File: config.mk
export PLATFORM = sky130hd
export DESIGN_NAME = ksa_shuffle_fsm_flat
export DESIGN_NICKNAME = d
export VERILOG_FILES = /design/src/rtl/rc4_pkg.sv /design/src/rtl/ksa_shuffle_fsm_if.sv /design/src/rtl/ksa_shuffle_fsm_key_byte_sel.sv /design/src/rtl/ksa_shuffle_fsm.sv /design/src/flat_wrapper.sv
export SDC_FILE = /design/constraint.sdc
export NUM_CORES = 1
export LEC_CHECK = 0
export ABC_AREA = 1
export ABC_CLOCK_PERIOD_IN_PS = 3200
export CAP_MARGIN = 20
export CELL_PAD_IN_SITES_DETAIL_PLACEMENT = 1
export CELL_PAD_IN_SITES_GLOBAL_PLACEMENT = 2
export CORE_AREA = 2 2 116 118
export DETAILED_ROUTE_END_ITERATION = 12
export DIE_AREA = 0 0 118 120
export PLACE_DENSITY_LB_ADDON = 0.1
export SYNTH_ARGS = -nofsm -noshare
export SYNTH_HDL_FRONTEND = slang
export SYNTH_SLANG_ARGS = --single-unit
export TNS_END_PERCENT = 1
File: constraint.sdc
create_clock -name clk -period 3.2 [get_ports clk]
set_clock_uncertainty 0.15 [all_clocks]
set_input_delay 0.48 -clock clk [delete_from_list [all_inputs] [get_ports clk]]
set_output_delay 0.48 -clock clk [all_outputs]
set_load 0.01 [all_outputs]
File: src/rtl/rc4_pkg.sv
// rc4_pkg: shared types and sizes for the RC4 key-scheduling shuffle
package rc4_pkg;
  localparam int S_SIZE = 256;
  localparam int KEY_BYTES_DEF = 3;
  typedef logic [7:0] byte_t;
  localparam byte_t I_LAST = byte_t'(S_SIZE - 1);
  typedef enum logic [3:0] {
    IDLE, RD_SI, WAIT_SI, GET_SI, CALC_J, RD_SJ, WAIT_SJ, GET_SJ, WR_SI, WR_SJ, INC_I, DONE
  } ksa_state_t;
endpackage

File: src/rtl/ksa_shuffle_fsm_if.sv
// ksa_shuffle_fsm_if: controller handshake, key and S RAM port of the shuffle stage
interface ksa_shuffle_fsm_if #(parameter int KEY_BYTES = rc4_pkg::KEY_BYTES_DEF);
  import rc4_pkg::*;
  logic start_L2;
  logic [8*KEY_BYTES-1:0] secret_key;
  byte_t q_loop2;
  byte_t address_loop2;
  byte_t data_loop2;
  logic wren_loop2;
  logic finish_L2;
  modport master (output start_L2, secret_key, q_loop2, input address_loop2, data_loop2, wren_loop2, finish_L2);
  modport slave (input start_L2, secret_key, q_loop2, output address_loop2, data_loop2, wren_loop2, finish_L2);
endinterface

File: src/rtl/ksa_shuffle_fsm_key_byte_sel.sv
// key_byte_sel: picks key byte idx from the key, byte 0 being the most significant
module key_byte_sel import rc4_pkg::*; #(
  parameter int KEY_BYTES = KEY_BYTES_DEF,
  parameter int KW = 2
) (
  input  logic [8*KEY_BYTES-1:0] key,
  input  logic [KW-1:0]          idx,
  output byte_t                  key_byte
);
  always_comb begin
    key_byte = '0;
    for (int n = 0; n < KEY_BYTES; n++)
      key_byte = (idx == KW'(n)) ? key[8*(KEY_BYTES-1-n) +: 8] : key_byte;
  end
endmodule

File: src/rtl/ksa_shuffle_fsm.sv
// ksa_shuffle_fsm: RC4 KSA swap loop driving a single-port S RAM with registered outputs
module ksa_shuffle_fsm import rc4_pkg::*; #(
  parameter int KEY_BYTES = KEY_BYTES_DEF
) (
  input logic clk,
  input logic reset,
  ksa_shuffle_fsm_if.slave bus
);
  localparam int KW = KEY_BYTES > 1 ? $clog2(KEY_BYTES) : 1;
  ksa_state_t state_q, state_d;
  byte_t i_q, i_d, j_q, j_d, si_q, si_d, sj_q, sj_d, addr_q, addr_d, data_q, data_d, kb;
  logic [KW-1:0] k_q, k_d;
  logic [8*KEY_BYTES-1:0] key_q, key_d;
  logic wren_q, wren_d;
  key_byte_sel #(.KEY_BYTES(KEY_BYTES), .KW(KW)) u_sel (.key(key_q), .idx(k_q), .key_byte(kb));
  always_comb begin
    state_d = state_q;
    i_d = i_q;
    j_d = j_q;
    k_d = k_q;
    si_d = si_q;
    sj_d = sj_q;
    key_d = key_q;
    unique case (state_q)
      IDLE: begin
        i_d = '0;
        j_d = '0;
        k_d = '0;
        if (bus.start_L2) begin
          key_d = bus.secret_key;
          state_d = RD_SI;
        end
      end
      RD_SI: state_d = WAIT_SI;
      WAIT_SI: state_d = GET_SI;
      GET_SI: begin
        si_d = bus.q_loop2;
        state_d = CALC_J;
      end
      CALC_J: begin
        j_d = j_q + si_q + kb;
        state_d = RD_SJ;
      end
      RD_SJ: state_d = WAIT_SJ;
      WAIT_SJ: state_d = GET_SJ;
      GET_SJ: begin
        sj_d = bus.q_loop2;
        state_d = WR_SI;
      end
      WR_SI: state_d = WR_SJ;
      WR_SJ: state_d = INC_I;
      INC_I: begin
        state_d = (i_q == I_LAST) ? DONE : RD_SI;
        i_d = (i_q == I_LAST) ? i_q : i_q + 8'd1;
        k_d = (i_q == I_LAST) ? k_q : (k_q == KW'(KEY_BYTES - 1)) ? '0 : k_q + 1'b1;
      end
      DONE: state_d = IDLE;
      default: state_d = IDLE;
    endcase
    // RAM outputs are set up from the next state so they are valid for the whole state cycle
    addr_d = (state_d inside {RD_SJ, WR_SJ}) ? j_d : (state_d inside {RD_SI, WR_SI}) ? i_d : addr_q;
    wren_d = state_d inside {WR_SI, WR_SJ};
    data_d = (state_d == WR_SI) ? sj_d : (state_d == WR_SJ) ? si_d : data_q;
  end
  always_ff @(posedge clk) begin
    if (reset) begin
      state_q <= IDLE;
      i_q <= '0;
      j_q <= '0;
      k_q <= '0;
      si_q <= '0;
      sj_q <= '0;
      key_q <= '0;
      addr_q <= '0;
      data_q <= '0;
      wren_q <= 1'b0;
    end else begin
      state_q <= state_d;
      i_q <= i_d;
      j_q <= j_d;
      k_q <= k_d;
      si_q <= si_d;
      sj_q <= sj_d;
      key_q <= key_d;
      addr_q <= addr_d;
      data_q <= data_d;
      wren_q <= wren_d;
    end
  end
  assign bus.address_loop2 = addr_q;
  assign bus.data_loop2 = data_q;
  assign bus.wren_loop2 = wren_q;
  assign bus.finish_L2 = (state_q == DONE);
endmodule

File: src/flat_wrapper.sv
// flat-port wrapper written by rule: the top's interface ports become plain ports
module ksa_shuffle_fsm_flat import rc4_pkg::*;
#(
  parameter int KEY_BYTES = KEY_BYTES_DEF
)
  (clk, reset, bus_start_L2, bus_secret_key, bus_q_loop2, bus_address_loop2, bus_data_loop2, bus_wren_loop2, bus_finish_L2);
  ksa_shuffle_fsm_if #(.KEY_BYTES(KEY_BYTES)) bus_i ();
  input logic clk;
  input logic reset;
  input wire logic [$bits(bus_i.start_L2)-1:0] bus_start_L2;
  input wire logic [$bits(bus_i.secret_key)-1:0] bus_secret_key;
  input wire logic [$bits(bus_i.q_loop2)-1:0] bus_q_loop2;
  output wire logic [$bits(bus_i.address_loop2)-1:0] bus_address_loop2;
  output wire logic [$bits(bus_i.data_loop2)-1:0] bus_data_loop2;
  output wire logic [$bits(bus_i.wren_loop2)-1:0] bus_wren_loop2;
  output wire logic [$bits(bus_i.finish_L2)-1:0] bus_finish_L2;
  assign bus_i.start_L2 = bus_start_L2;
  assign bus_i.secret_key = bus_secret_key;
  assign bus_i.q_loop2 = bus_q_loop2;
  assign bus_address_loop2 = bus_i.address_loop2;
  assign bus_data_loop2 = bus_i.data_loop2;
  assign bus_wren_loop2 = bus_i.wren_loop2;
  assign bus_finish_L2 = bus_i.finish_L2;
  ksa_shuffle_fsm #(.KEY_BYTES(KEY_BYTES)) u_core (.clk(clk), .reset(reset), .bus(bus_i));
endmodule
# Word level (Yosys, flattened, before mapping)
# Index checks and enable logic that the tools add are counted.
# op_classes
n_eq_ne,19
div,0
order_cmp,0
n_bitwise,0
n_mux,18
reduce_logical,9
n_shift,0
add_sub_neg,4
n_mul,0
# ops
op,n
$mux W8,10
$pmux W4 S11,1
$pmux W8 S2,2
$eq A4 B4 Y1 const B,6
$eq A4 B3 Y1 const B,5
$add A8 B8 Y8,2
$reduce_bool A2 Y1,5
$add A8 B1 Y8 const B,1
$eq A4 B1 Y1 const B,2
$eq A4 B2 Y1 const B,2
$eq A8 B8 Y1 const B,1
$mux W4,2
$logic_not A4 Y1,1
$mux W2,2
$pmux W2 S2,1
$reduce_and A2 Y1,2
$add A2 B1 Y2 const B,1
$eq A2 B1 Y1 const B,1
$eq A2 B2 Y1 const B,1
$logic_not A2 Y1,1
$ne A2 B2 Y1 const B,1
# totals
mem_count,0
elab_cells,60
ram_bits,0
inputBits,35
regBits,79
latch_bits,0
romBits,0
output_inout_bits,18

# Longest topological paths before layout
# Gate-level depths: netlist (run 1).
# logic_depth
depth_word,7
ltp_mapped,19
depth_no_buf,19

# By module
# Synthesis (run 1) repeated with hierarchy kept, for this count alone.
# unflattened
cells_unflattened,558
hier_area_um2,3807.4
# by_module_without_submodules
module,cells_per_inst,instances,area_per_inst_um2,seq_area_each_um2
ksa_shuffle_fsm,521,1,3619.7,1421.4
key_byte_sel,37,1,187.7,0.0

# Worst setup path before layout (run 1)
# OpenSTA, ideal clock, no wires.
# synth_timing
path_type,register to register
startpoint,reg u_core.k_q[1]
endpoint,"reg u_core.addr_q[3], in the netlist u_core.bus.address_loop2[3]"
period_less_slack_ps,2806
required_time_ps,2937
path_buffers,0
arrival_ps,2542
setup_slack_ps,394
setup_time_ps,113
stages_incl_launch_ff,15
cell_sequence,dfxtp_1 -> inv_1 -> nor2_1 -> nand2_1 -> o221ai_1 -> fa_1 -> ha_1 -> fa_1 -> or2_2 -> nand3_1 -> o21ai_0 -> nand2_1 -> nand2_1 -> nor2_1 -> nor2_1
# synth_via
elab_chain_cells,7
elab_cells_between_ends,9
classes_between,add/sub: 1; eq/ne: 2; mux: 5; reduce/logical: 1
# synth_lines
element,line_no,text
start: declaration,ksa_shuffle_fsm.sv:12,"logic [KW-1:0] k_q, k_d;"
start signal: assignment,ksa_shuffle_fsm.sv:81,k_q <= k_d;
$logic_not A2 Y1,ksa_shuffle_fsm_key_byte_sel.sv:13,key_byte = (idx == KW'(n)) ? key[8*(KEY_BYTES-1-n) +: 8] : key_byte;
$mux W8 (2 in series),ksa_shuffle_fsm_key_byte_sel.sv:13,
$mux W8 *,ksa_shuffle_fsm_key_byte_sel.sv:13,
$add A8 B8 Y8 *,ksa_shuffle_fsm.sv:41,j_d = j_q + si_q + kb;
$pmux W8 S2 *,ksa_shuffle_fsm.sv:24,unique case (state_q)
$mux W8 *,ksa_shuffle_fsm.sv:61,"addr_d = (state_d inside {RD_SJ, WR_SJ}) ? j_d : (state_d inside {RD_SI, WR_SI}) ? i_d : addr_q;"
end signal: assignment,ksa_shuffle_fsm.sv:85,addr_q <= addr_d;
end: declaration,ksa_shuffle_fsm.sv:11,"byte_t i_q, i_d, j_q, j_d, si_q, si_d, sj_q, sj_d, addr_q, addr_d, data_q, data_d, kb;"
# Every way passes the cells marked *; elsewhere a longest branch is shown, timed or not.
# A chain may end at the register's enable or synchronous reset.

# Worst setup path in the final report (run 1)
# layout_timing
startpoint,reg u_core.k_q[1]
endpoint,"reg u_core.addr_q[5], in the netlist u_core.bus.address_loop2[5]"
# The elaborated chain is that of the path after synthesis.

==> results.sh, run 1 <==
export IMPL_first_pass_iters=4
export IMPL_grt_pass1_vias=3768
export IMPL_gr_usage_met1_pct=22.2
export IMPL_vias_per_cell=4.63
export IMPL_r2r_end="u_core.bus.address_loop2[5]"
export IMPL_fp_dieW_um=118
export IMPL_tritoncts="built"
export IMPL_wire_per_inst_um=14.7
export IMPL_synth_simple_area_share_pct=29.0
export IMPL_seq_area_frac_synth_pct=37.7
export IMPL_layout_min_cycle_time_ps=2970
export IMPL_synthFlopType="dfxtp_1"
export IMPL_worstHoldStart="u_core.key_q[12]"
export IMPL_drive_gt1_share_pct=10.8
export IMPL_critPathCaptureType="flip-flop"
export IMPL_synth_top_family_by_area="simple AND/OR/NAND/NOR gates"
export IMPL_stdcell_area_um2=4800
export IMPL_min_path_type="flip-flop to flip-flop"
export IMPL_comb_power_share_pct=18.4
export IMPL_setup_violations=0
export IMPL_synth_fp_nets=590
export IMPL_ir_drop_v=0.000261
export IMPL_gp_congestion=0.818
export IMPL_clock_latency_ps=340
export IMPL_drv_cap=0
export IMPL_port_buffers=52
export IMPL_leakagePower_nw=2.13
export IMPL_mostFrequentLayoutCell="nand2_1"
export IMPL_diodes=0
export IMPL_cts_made_buffers=9
export IMPL_dieArea_um2=14200
export IMPL_vias=3565
export IMPL_n_fill_cell=1652
export IMPL_dp_cells=754
export IMPL_p_sw_share_pct=28.4
export IMPL_use_met3_pct=3.94
export IMPL_cts_clk_slew_worst_paths_ps=60
export IMPL_pwr_share_clk_pct=42.6
export IMPL_layout_common_cells="nand2_1 (116), inv_1 (81), dfxtp_1 (70), clkdlybuf4s50_1 (51), a21oi_1 (50)"
export IMPL_slew_headroom_pct=54.8
export IMPL_post_synth_cell_area_avg_um2=6.98
export IMPL_period_share_pct=92.9
export IMPL_worstSetupPathType="flip-flop to flip-flop"
export IMPL_startpoint_type="flip-flop"
export IMPL_synthMuxAreaShare_pct=0.266
export IMPL_area_delta_synth_final_pct=27.3
export IMPL_routed_wirelength_um=11300
export IMPL_ys_ff_latch=71
export IMPL_drt_iter0_markers=124
export IMPL_netlist_top_cells_area="dfxtp_1 (38%), nand2_1 (12%), inv_1 (8.2%)"
export IMPL_busiest_layer="met2"
export IMPL_grt_antenna_before_repair=0
export IMPL_synth_xor_area_share_pct=0.232
export IMPL_clock_sinks=71
export IMPL_die_h_um=120
export IMPL_overflow=0
export IMPL_cts_root_buf="clkbuf_16"
export IMPL_r2r_setup_slack_ps=230
export IMPL_synth_compound_area_share_pct=14.9
export IMPL_synth_top_area_share_pct=37.7
export IMPL_fmax_ghz=0.336
export IMPL_grt_use_met2_pct=29.1
export IMPL_synth_cell_types=38
export IMPL_holdPathStages=2
export IMPL_dp_hpwl_um=8690
export IMPL_slew_viol_final=0
export IMPL_grt_usage_pct=17.3
export IMPL_reg2reg_depth=15
export IMPL_r2r_start="u_core.k_q[1]"
export IMPL_netlist_area_um2=3770
export IMPL_powerDensity_nw_per_um2=526
export IMPL_initial_core_util_pct=29.0
export IMPL_nets=639
export IMPL_final_cells=770
export IMPL_whs_endpoint="u_core.key_q[12]"
export IMPL_status="completed"
export IMPL_grt_pass1_wl_um=19200
export IMPL_io_pins=53
export IMPL_grt_max_degree=50
export IMPL_rsz0062_at_grt="no"
export IMPL_finalSetupTns_ps=0
export IMPL_synth_fa_ha_area_share_pct=6.57
export IMPL_cp_required_ps=3330
export IMPL_tightest_slew_ps=676
export IMPL_synth_edff_count=0
export IMPL_yosysTopAreaCell="dfxtp_1"
export IMPL_drc=0
export IMPL_syn_inst=540
export IMPL_intPower_w=0.00181
export IMPL_holdWs_ps=314
export IMPL_htreeDepth=3
export IMPL_post_cts_buffers=0
export IMPL_placed_cell_area_um2=4460
export IMPL_seq_power_share_pct=39.0
export IMPL_critPathMaxFanout=6
export IMPL_arrival_ps=3110
export IMPL_drtAntennaViolNets=0
export IMPL_synthArstFlopShare_pct=0
export IMPL_design_core_area_um2=13000
export IMPL_cts_buffer_depth=2
export IMPL_ys_warnings_count=0
export IMPL_netSwitchingPower_w=0.000717
export IMPL_hold_viol=0
export IMPL_num_rows=42
-- timing repair --
item | in CTS | in global routing
hold buffers | 0 | 0
endpoints found under the setup margin | 1 | 7
gates resized for setup | 1 | 9
cloned | 0 | 0
-- state kept, by name, indices dropped and copies added (netlist names) --
signal / cells
u_core.key_q: 24
u_core.bus.address_loop2: 8
u_core.bus.data_loop2: 8
u_core.i_q: 8
u_core.j_q: 8
u_core.si_q: 8
u_core.state_q: 4
u_core.k_q: 2
u_core.bus.wren_loop2: 1
-- critical path, cell delays in order, from the launching register on --
cell and delay (ps):
dfxtp_1 350, inv_2 130, nand2_1 160, o221ai_2 210, fa_1 440, ha_1 260, fa_2 400, a21oi_2 180
nor2_1 60, nor2_1 90, nand2_1 60, o21ai_0 110, nand2_1 110, nand2_1 80, nor2_1 40, nor2_1 80
-- per-layer routing --
| layer | share of wire [%] | wire length (µm) |
|---|---|---|
| met3 | 3.1 | 347 |
| met4 | 0.95 | 108 |
| met1 | 49 | 5510 |
| met5 | 0 | 0 |
| met2 | 47 | 5370 |
-- synthesized netlist by cell type, types with 3 or more instances --
master	instances
o22ai_1	5
inv_1	82
nand3_1	46
or2_2	10
nor2_1	43
inv_2	6
clkbuf_1	13
fa_1	8
nor2_2	3
o21ai_1	5
a21oi_1	53
o221ai_1	4
o21ai_0	33
nand2_1	117
dfxtp_1	71
buf_2	6
nand2_2	3
ha_1	7
-- power groups by stage --
stage / registers, W / logic (W) / clock network, W
floorplan: 0.00100 / 0.000296 / 0
global placement: 0.00101 / 0.000465 / 0
detailed placement: 0.00100 / 0.000470 / 0
CTS: 0.000986 / 0.000473 / 0.00111
global route: 0.000994 / 0.000537 / 0.00114
finish: 0.000985 / 0.000465 / 0.00108
-- worst max-delay path by stage --
stage | slack (ps) | to | from
CTS | 50 | u_core.bus.address_loop2[5] | u_core.k_q[1]
floorplan | 390 | u_core.bus.address_loop2[3] | u_core.k_q[1]
finish | 230 | u_core.bus.address_loop2[5] | u_core.k_q[1]
global route | 0.005 | u_core.bus.address_loop2[7] | u_core.k_q[1]
global placement | 100 | u_core.bus.address_loop2[5] | u_core.k_q[1]
detailed placement | 0.6 | u_core.bus.address_loop2[5] | u_core.k_q[1]
-- area by class of cell --
class                           instances  area, µm²  share of cell area, %
Tap cell                              176        220                   4.59
Timing Repair Buffer                   58        561                   11.7
Clock buffer                            9        225                   4.69
Clock inverter                          7       87.6                   1.82
Multi-Input combinational cell        359       1940                   40.5
Inverter                               90        339                   7.06
Sequential cell                        71       1420                   29.6
-- through the flow --
stage | worst slack [ps] | util (%) | power, W
final | 226 | 37.0 | 0.00253
after global routing | 0.00511 | 37.0 | 0.00267
after CTS | 45.9 | 36.8 | 0.00257
after detailed placement | 0.609 | 34.4 | 0.00147
after global placement | 99.6 | 34.4 | 0.00147
after floorplan | 394 | - | 0.00130
-- cells by family (layout without fill, tap and decap cells) --
group	count (synthesis)	count (layout)
mux	1	1
xor+xnor	1	1
simple gates	237	237
fa+ha+maj	15	15
buf+inv	110	164
compound gates	105	105
flops	71	71
Note: power is estimated with default switching activity, not from simulation.
==> run 2: changes to the inputs <==
--- a/config.mk
+++ b/config.mk
@@ -13,6 +13,7 @@
 export CORE_AREA = 2 2 116 118
 export DETAILED_ROUTE_END_ITERATION = 12
 export DIE_AREA = 0 0 118 120
+export GPL_TIMING_DRIVEN = 1
 export PLACE_DENSITY_LB_ADDON = 0.1
 export SYNTH_ARGS = -nofsm -noshare
 export SYNTH_HDL_FRONTEND = slang
==> results of run 2 <==
No change in the layout: final DEF, timing and power equal those of run 1.
